[config.mk]
export PLATFORM = sky130hd
export DESIGN_NAME = nbit_cla_full_adder_flat
export DESIGN_NICKNAME = d
export VERILOG_FILES = /design/src/rtl/nbit_cla_full_adder_pkg.sv /design/src/rtl/nbit_cla_full_adder_if.sv /design/src/rtl/nbit_cla_full_adder_group4.sv /design/src/rtl/nbit_cla_full_adder.sv /design/src/flat_wrapper.sv
export SDC_FILE = /design/constraint.sdc
export NUM_CORES = 1
export LEC_CHECK = 0
export BUFFER_PORTS_ARGS = -buffer_cell sky130_fd_sc_hd__buf_2
export CAP_MARGIN = 20
export CORE_ASPECT_RATIO = 1.25
export CORE_MARGIN = 2
export CORE_UTILIZATION = 28
export DETAILED_ROUTE_END_ITERATION = 10
export PLACE_DENSITY = 0.65
export SLEW_MARGIN = 5
export SYNTH_ARGS = -nofsm -noshare
export SYNTH_HDL_FRONTEND = slang
export SYNTH_SLANG_ARGS = --single-unit
[constraint.sdc]
create_clock -name clk -period 0.8 [get_ports clk]
set_clock_uncertainty 0.05 [all_clocks]
set_input_delay 0.24 -clock clk [delete_from_list [all_inputs] [get_ports clk]]
set_output_delay 0.24 -clock clk [all_outputs]
set_load 0.005 [all_outputs]
[src/rtl/nbit_cla_full_adder_pkg.sv]
// Shared definitions for the carry-lookahead adder slice.
// GROUP_W     : width of one first-level lookahead group.
// group_count : number of groups needed to cover an n-bit operand.
package cla_pkg;

  localparam int unsigned GROUP_W = 4;

  function automatic int unsigned group_count(input int unsigned n);
    return (n + GROUP_W - 1) / GROUP_W;
  endfunction

endpackage

[src/rtl/nbit_cla_full_adder_if.sv]
// Operand/result bundle for nbit_cla_full_adder.
//   a, b : N-bit unsigned operands (driven by master)
//   sum  : N+1-bit registered result {carry_out, a+b} (driven by slave)
interface nbit_cla_full_adder_if #(
  parameter int unsigned N = 64
);
  logic [N-1:0] a;
  logic [N-1:0] b;
  logic [N:0]   sum;

  modport master (output a, output b, input sum);
  modport slave  (input a, input b, output sum);
endinterface

[src/rtl/nbit_cla_full_adder_group4.sv]
// First-level 4-bit carry-lookahead group.
//   i_g, i_p : per-bit generate / propagate
//   i_cin    : carry into bit 0 of the group
//   o_c      : carry into each bit of the group (o_c[0] == i_cin)
//   o_g, o_p : group generate / propagate (independent of i_cin)
module cla_group4 (
  input  logic [3:0] i_g,
  input  logic [3:0] i_p,
  input  logic       i_cin,
  output logic [3:0] o_c,
  output logic       o_g,
  output logic       o_p
);

  assign o_c[0] = i_cin;
  assign o_c[1] = i_g[0] | (i_p[0] & i_cin);
  assign o_c[2] = i_g[1] | (i_p[1] & i_g[0]) | (i_p[1] & i_p[0] & i_cin);
  assign o_c[3] = i_g[2] | (i_p[2] & i_g[1]) | (i_p[2] & i_p[1] & i_g[0])
                | (i_p[2] & i_p[1] & i_p[0] & i_cin);

  assign o_g = i_g[3] | (i_p[3] & i_g[2]) | (i_p[3] & i_p[2] & i_g[1])
             | (i_p[3] & i_p[2] & i_p[1] & i_g[0]);
  assign o_p = &i_p;

endmodule

[src/rtl/nbit_cla_full_adder.sv]
// N-bit unsigned two-level carry-lookahead adder with registered result.
//   clk   : clock, result updates on rising edge
//   rst_n : asynchronous active-low reset, clears sum
//   bus   : slave side of nbit_cla_full_adder_if (a, b in; sum out)
// sum = {carry_out, a+b}, one cycle latency, carry-in fixed at 0.
module nbit_cla_full_adder
  import cla_pkg::*;
#(
  parameter int unsigned N = 64
) (
  input  logic                   clk,
  input  logic                   rst_n,
  nbit_cla_full_adder_if.slave   bus
);

  localparam int unsigned NG = group_count(N);
  localparam int unsigned NP = NG * GROUP_W;

  logic [NP-1:0] w_a_ext;
  logic [NP-1:0] w_b_ext;
  logic [NP-1:0] w_g;
  logic [NP-1:0] w_p;
  logic [NP-1:0] w_c;
  logic [NG-1:0] w_gg;
  logic [NG-1:0] w_gp;
  logic [NG:0]   w_gc;
  logic [NP:0]   w_carry;
  logic [N:0]    w_sum_next;
  logic          w_unused_pad;
  logic [N:0]    r_sum;

  // Zero-extend to whole groups; pad lanes generate nothing and are dropped.
  always_comb begin
    w_a_ext = '0;
    w_b_ext = '0;
    w_a_ext[N-1:0] = bus.a;
    w_b_ext[N-1:0] = bus.b;
  end

  assign w_g = w_a_ext & w_b_ext;
  assign w_p = w_a_ext ^ w_b_ext;

  for (genvar gi = 0; gi < NG; gi++) begin : g_grp
    cla_group4 u_grp (
      .i_g   (w_g[gi*GROUP_W +: GROUP_W]),
      .i_p   (w_p[gi*GROUP_W +: GROUP_W]),
      .i_cin (w_gc[gi]),
      .o_c   (w_c[gi*GROUP_W +: GROUP_W]),
      .o_g   (w_gg[gi]),
      .o_p   (w_gp[gi])
    );
  end

  // Second level: carry into group j is the OR over earlier groups k of
  // G[k] propagated through P[k+1..j-1]; each term is a flat AND, no ripple.
  always_comb begin
    logic v_term;
    v_term = 1'b0;
    w_gc   = '0;
    for (int unsigned j = 1; j <= NG; j++) begin
      for (int unsigned k = 0; k < j; k++) begin
        v_term = w_gg[k];
        for (int unsigned m = k + 1; m < j; m++) begin
          v_term = v_term & w_gp[m];
        end
        w_gc[j] = w_gc[j] | v_term;
      end
    end
  end

  // Carry into bit N equals the carry out of bit N-1 (pad bits are zero).
  assign w_carry    = {w_gc[NG], w_c};
  assign w_sum_next = {w_carry[N], w_p[N-1:0] ^ w_c[N-1:0]};

  // Pad-lane and group-0 propagate bits are structurally unused.
  assign w_unused_pad = ^{w_carry, w_p, w_gp};

  always_ff @(posedge clk or negedge rst_n) begin
    if (!rst_n) begin
      r_sum <= '0;
    end else begin
      r_sum <= w_sum_next;
    end
  end

  assign bus.sum = r_sum;

endmodule

[src/flat_wrapper.sv]
// flat-port wrapper written by rule: the top's interface ports become plain ports
module nbit_cla_full_adder_flat import cla_pkg::*;
#(
  parameter int unsigned N = 64
)
  (clk, rst_n, bus_a, bus_b, bus_sum);
  nbit_cla_full_adder_if #(.N(N)) bus_i ();
  input  logic clk;
  input  logic rst_n;
  input wire logic [$bits(bus_i.a)-1:0] bus_a;
  input wire logic [$bits(bus_i.b)-1:0] bus_b;
  output wire logic [$bits(bus_i.sum)-1:0] bus_sum;
  assign bus_i.a = bus_a;
  assign bus_i.b = bus_b;
  assign bus_sum = bus_i.sum;
  nbit_cla_full_adder #(.N(N)) u_core (.clk(clk), .rst_n(rst_n), .bus(bus_i));
endmodule
Yosys cells after proc, flatten, opt, wreduce, memory -nomap -nowiden:

Cells that the tools add are included.

* register bits after elaboration: 65
* input port bits: 130
* output and inout port bits: 65
* logic and storage cells: 619

* bitwise gates (word level): 603
* reduce and logical (&&, ||, !) cells: 15

Operators with widths (number)
* $and A1 B1 Y1: 339
* $or A1 B1 Y1: 261
* $xor A64 B64 Y64: 2
* $and A64 B64 Y64: 1
* $reduce_and A4 Y1: 15

Logic depth before layout (Yosys ltp):

* word-level depth: 36
* mapped depth: 11

Cells and area by module:

A second synthesis with hierarchy kept.

* cells, all modules: 391
* area total of the unflattened synthesis: 4306.6 sq um

Modules (own cells, without submodules)
* nbit_cla_full_adder: instances 1, cells each 231, area each 3245.6 sq um
* cla_group4: instances 16, cells each 10, area each 66.3 sq um

Least setup slack after synthesis:

OpenSTA, ideal clock, no wires.

* path kind: input to register
* start point: in bus_b[29]
* end point: reg u_core.r_sum[60] (netlist: u_core.bus.sum[60])
* arrival: 2.404 ns
* required time: 0.614 ns
* path slack: -1.790 ns
* stages: 10
* cells stage by stage: ha_1 -> and4_1 -> nor4b_4 -> nand2_1 -> a211oi_2 -> o21ai_2 -> o31ai_4 -> nand2_1 -> o21bai_1 -> fa_1

* word-level cells in the longest chain between the ends: 25
* elaborated cells between the ends (all ways): 86
* classes of those cells: 85 x bitwise; 1 x reduce/logical

RTL lines
* start: declaration: RTL line flat_wrapper.sv:11 `input wire logic [$bits(bus_i.b)-1:0] bus_b;`
* $xor A64 B64 Y64: RTL line nbit_cla_full_adder.sv:41 `assign w_p = w_a_ext ^ w_b_ext;`
* $reduce_and A4 Y1: RTL line nbit_cla_full_adder_group4.sv:23 `assign o_p = &i_p;`
* $and A1 B1 Y1 (8 in series): RTL line nbit_cla_full_adder.sv:64 `v_term = v_term & w_gp[m];`
* $or A1 B1 Y1 (6 in series): RTL line nbit_cla_full_adder.sv:66 `w_gc[j] = w_gc[j] | v_term;`
* $or A1 B1 Y1 * (8 in series): RTL line nbit_cla_full_adder.sv:66
* $xor A64 B64 Y64 *: RTL line nbit_cla_full_adder.sv:73 `assign w_sum_next = {w_carry[N], w_p[N-1:0] ^ w_c[N-1:0]};`
* named net u_core.w_sum_next[60]: RTL line nbit_cla_full_adder.sv:28 `logic [N:0] w_sum_next;`
* end signal: assignment: RTL line nbit_cla_full_adder.sv:82 `r_sum <= w_sum_next;`
* end: declaration: RTL line nbit_cla_full_adder.sv:30 `logic [N:0] r_sum;`

Mark *: on every way through the listed nets, which the timed path passes. The rest lies on a longest branch.

Worst setup path in the final report:

* start point: in bus_a[32]
* end point: reg u_core.r_sum[52] (netlist: u_core.bus.sum[52])

* word-level cells in the longest chain between the ends: 20
* elaborated cells between the ends (all ways): 62
* classes of those cells: 61 x bitwise; 1 x reduce/logical

RTL lines
* start: declaration: RTL line flat_wrapper.sv:10 `input wire logic [$bits(bus_i.a)-1:0] bus_a;`
* $xor A64 B64 Y64: RTL line nbit_cla_full_adder.sv:41
* $reduce_and A4 Y1: RTL line nbit_cla_full_adder_group4.sv:23
* $and A1 B1 Y1 (5 in series): RTL line nbit_cla_full_adder.sv:64
* $or A1 B1 Y1 (7 in series): RTL line nbit_cla_full_adder.sv:66
* $or A1 B1 Y1 * (5 in series): RTL line nbit_cla_full_adder.sv:66
* $xor A64 B64 Y64 *: RTL line nbit_cla_full_adder.sv:73
* named net u_core.w_sum_next[52]: RTL line nbit_cla_full_adder.sv:28

Marked as above.

==> impl_metrics.env <==
export IMPL_max_clock_freq_ghz=0.412
export IMPL_drive_gt1_frac=0.651
export IMPL_synthesis_area_um2=4300
export IMPL_final_util=0.524
export IMPL_syn_num_nets=588
export IMPL_warning_count_from_the_yosys_run=0
export IMPL_violated_checks="setup timing"
export IMPL_grt_overflow=0
export IMPL_grt_max_degree=38
export IMPL_pin_count=195
export IMPL_drt_drc_violations_left=0
export IMPL_max_clock_path_buffers=2
export IMPL_timing_hold_violations_final=0
export IMPL_routed_via_density=4.64
export IMPL_cp_startpoint="bus_a[32]"
export IMPL_timing_final_max_slew_violations=0
export IMPL_power_static_leakage_nw=3.80
export IMPL_endpoint_kind="register"
export IMPL_period_needed_ns=2.43
export IMPL_area_delta_synth_final_pct=83.0
export IMPL_worstPathMaxFanout=3
export IMPL_post_layout_nonfiller_instances=912
export IMPL_worst_slew_pin_slew_ns=0.691
export IMPL_clock_tree_htree_level_count=3
export IMPL_number_of_synthesized_register_bits=65
export IMPL_critical_path_type="primary input to register"
export IMPL_irDropWorstVdd_mv=0.821
export IMPL_track_usage=0.160
export IMPL_drtAntennaViolNets=0
export IMPL_worst_ep_required_time_ns=0.95
export IMPL_worst_setup_path_endpoint="u_core.bus.sum[52]"
export IMPL_setup_slack_ns=-1.63
export IMPL_synth_cell_types=44
export IMPL_run_status="finished with violations"
export IMPL_worstSetupStartpointType="primary input"
export IMPL_netlist_instances=378
export IMPL_clk_pin_slew_worst_paths_ns=0.06
export IMPL_n_antenna_cell=0
export IMPL_cts_root_buffer_cell="clkbuf_16"
export IMPL_grt_first_pass_wirelength_um=20700
export IMPL_layout_worst_path_cycle_share=3.03
export IMPL_report_final_setup_viol=129
export IMPL_drt_iter0_markers=78
export IMPL_grt_pass1_vias=4597
export IMPL_worst_slew_slack_as_a_fraction_of_its_limit=0.533
export IMPL_post_synth_cell_area_avg_um2=11.4
export IMPL_largest_register_ff_count=65
export IMPL_floorplan_initialDensity=0.287
export IMPL_dp_cells=875
export IMPL_wirelength_um=13300
export IMPL_die_width_um=115
export IMPL_synth_seq_area_share=0.378
export IMPL_mostFrequentLayoutCells="buf_2, buf_4, dfrtp_1, ha_4, ha_1"
export IMPL_dieArea_um2=16400
export IMPL_routabilityCongestion=0.798
export IMPL_dp_wirelength_um=10700
export IMPL_critical_path_arrival_ns=2.57
export IMPL_antenna_violations_before_repair=0
export IMPL_cts_sink_count=65
export IMPL_drt_wirelength_per_cell_um=14.6
export IMPL_rsz_0062_raised_after_global_routing="yes"
export IMPL_core_outline_area_um2=15000
export IMPL_hold_path_depth=2
export IMPL_drv_max_cap_violation_count=0
export IMPL_cts_tree="yes"
export IMPL_portBuffers=194
export IMPL_cts_made_buffers=9
export IMPL_drtPass1Iterations=4
export IMPL_rows=50
export IMPL_mostFrequentLayoutCell="buf_2"
export IMPL_detailroute_via_count=4231
export IMPL_die_h_um=143
export IMPL_num_nets_final=936
export IMPL_power_per_standard_cell_area_nw_per_um2=1700
export IMPL_hp_class="primary input to register"
==> layout make-up <==
cell class                      count  area, µm²
Tap cell                          182        228
Fill cell                        1338       7140
Inverter                           12       45.0
Sequential cell                    65       1630
Clock inverter                      3       40.0
Multi-Input combinational cell    301       3450
Clock buffer                       12        256
Timing Repair Buffer              337       2230
==> cells in the mapped netlist (all sizes together) <==
cell / instances / area, µm²
o31ai: 2 / 28.8
nor2b: 1 / 6.26
o211a: 1 / 10.0
o2111a: 1 / 11.3
xnor2: 21 / 184
or3: 1 / 6.26
a21o: 24 / 180
ha: 64 / 801
o21bai: 3 / 30.0
nor3: 3 / 15.0
o41ai: 1 / 8.76
a311oi: 1 / 15.0
nor4b: 1 / 23.8
nand4: 5 / 31.3
a211oi: 5 / 52.6
o21ai: 18 / 97.6
inv: 12 / 45.0
and2: 2 / 12.5
nand2b: 2 / 12.5
fa: 16 / 320
nand3: 2 / 10.0
a2111oi: 2 / 30.0
a31oi: 3 / 18.8
o2111ai: 1 / 8.76
xor2: 25 / 219
o21a: 3 / 22.5
nor2: 15 / 58.8
a21oi: 40 / 208
a311o: 1 / 10.0
and3: 4 / 25.0
a41oi: 1 / 27.5
o211ai: 2 / 15.0
dfrtp: 65 / 1630
or2: 3 / 18.8
and4: 2 / 17.5
nand2: 25 / 93.8
==> how the worst min path moves through the flow <==
stage	startpoint	end
floorplan	rst_n	u_core.bus.sum[0]
global placement	rst_n	u_core.bus.sum[44]
detailed placement	rst_n	u_core.bus.sum[44]
CTS	bus_b[0]	u_core.bus.sum[0]
global route	bus_b[0]	u_core.bus.sum[0]
finish	bus_b[0]	u_core.bus.sum[0]
==> report_power, final <==
part	total, W	switching, W	internal (W)
combinational	0.00520	0.00233	0.00287
sequential	0.00417	0.000182	0.00399
clock	0.00400	0.00144	0.00256
total	0.0134	0.00396	0.00942
==> through the flow <==
stage               hold slack, ns  total power (W)  setup slack (ns)  TNS (ns)  instance area [µm²]
finish                      0.0722           0.0134             -1.63    -99.74                 7870
global route                0.0692           0.0142             -1.73   -107.34                 7870
CTS                         0.0611           0.0131             -1.64    -99.59                 7540
detailed placement           0.165          0.00872             -2.15   -105.48                 6850
global placement             0.164          0.00856             -2.10   -103.51                 6850
floorplan                   -0.106          0.00627             -1.74    -76.90                 4720
==> metal layers <==
layer | routed length, µm | GRT usage | up-vias
met3 | 650 | 0.0341 | 26
met1 | 5070 | 0.171 | 2021
li1 | - | - | 2059
met2 | 7370 | 0.306 | 125
met5 | 0 | 0 | -
met4 | 251 | 0.0545 | 0
==> critical path, stage by stage <==
cell	delay [ns]
buf_6	0.10
ha_4	0.26
nand4_1	0.18
nor4b_4	0.33
nand2_2	0.11
a211oi_4	0.29
o21ai_2	0.13
o31ai_4	0.23
buf_4	0.16
buf_6	0.11
fa_2	0.42
==> cells by family after synthesis <==
kind of cell | share of synthesized area
AO/OA/AOI/OAI | 0.180
XOR/XNOR | 0.0937
adder cells (fa/ha/maj) | 0.261
buffers and inverters | 0.0105
flip-flops | 0.378
AND/OR/NAND/NOR | 0.0771
==> timing repair <==
action                                  in CTS  in global routing
gates cloned                                 0                  0
hold endpoints to repair                    65                  0
setup buffers                                8                 16
resized for setup                           69                 45
hold buffers                                 1                  0
pin swaps                                   49                 43
endpoints found under the setup margin     129                129
Note: power is estimated with default switching activity, not from simulation.
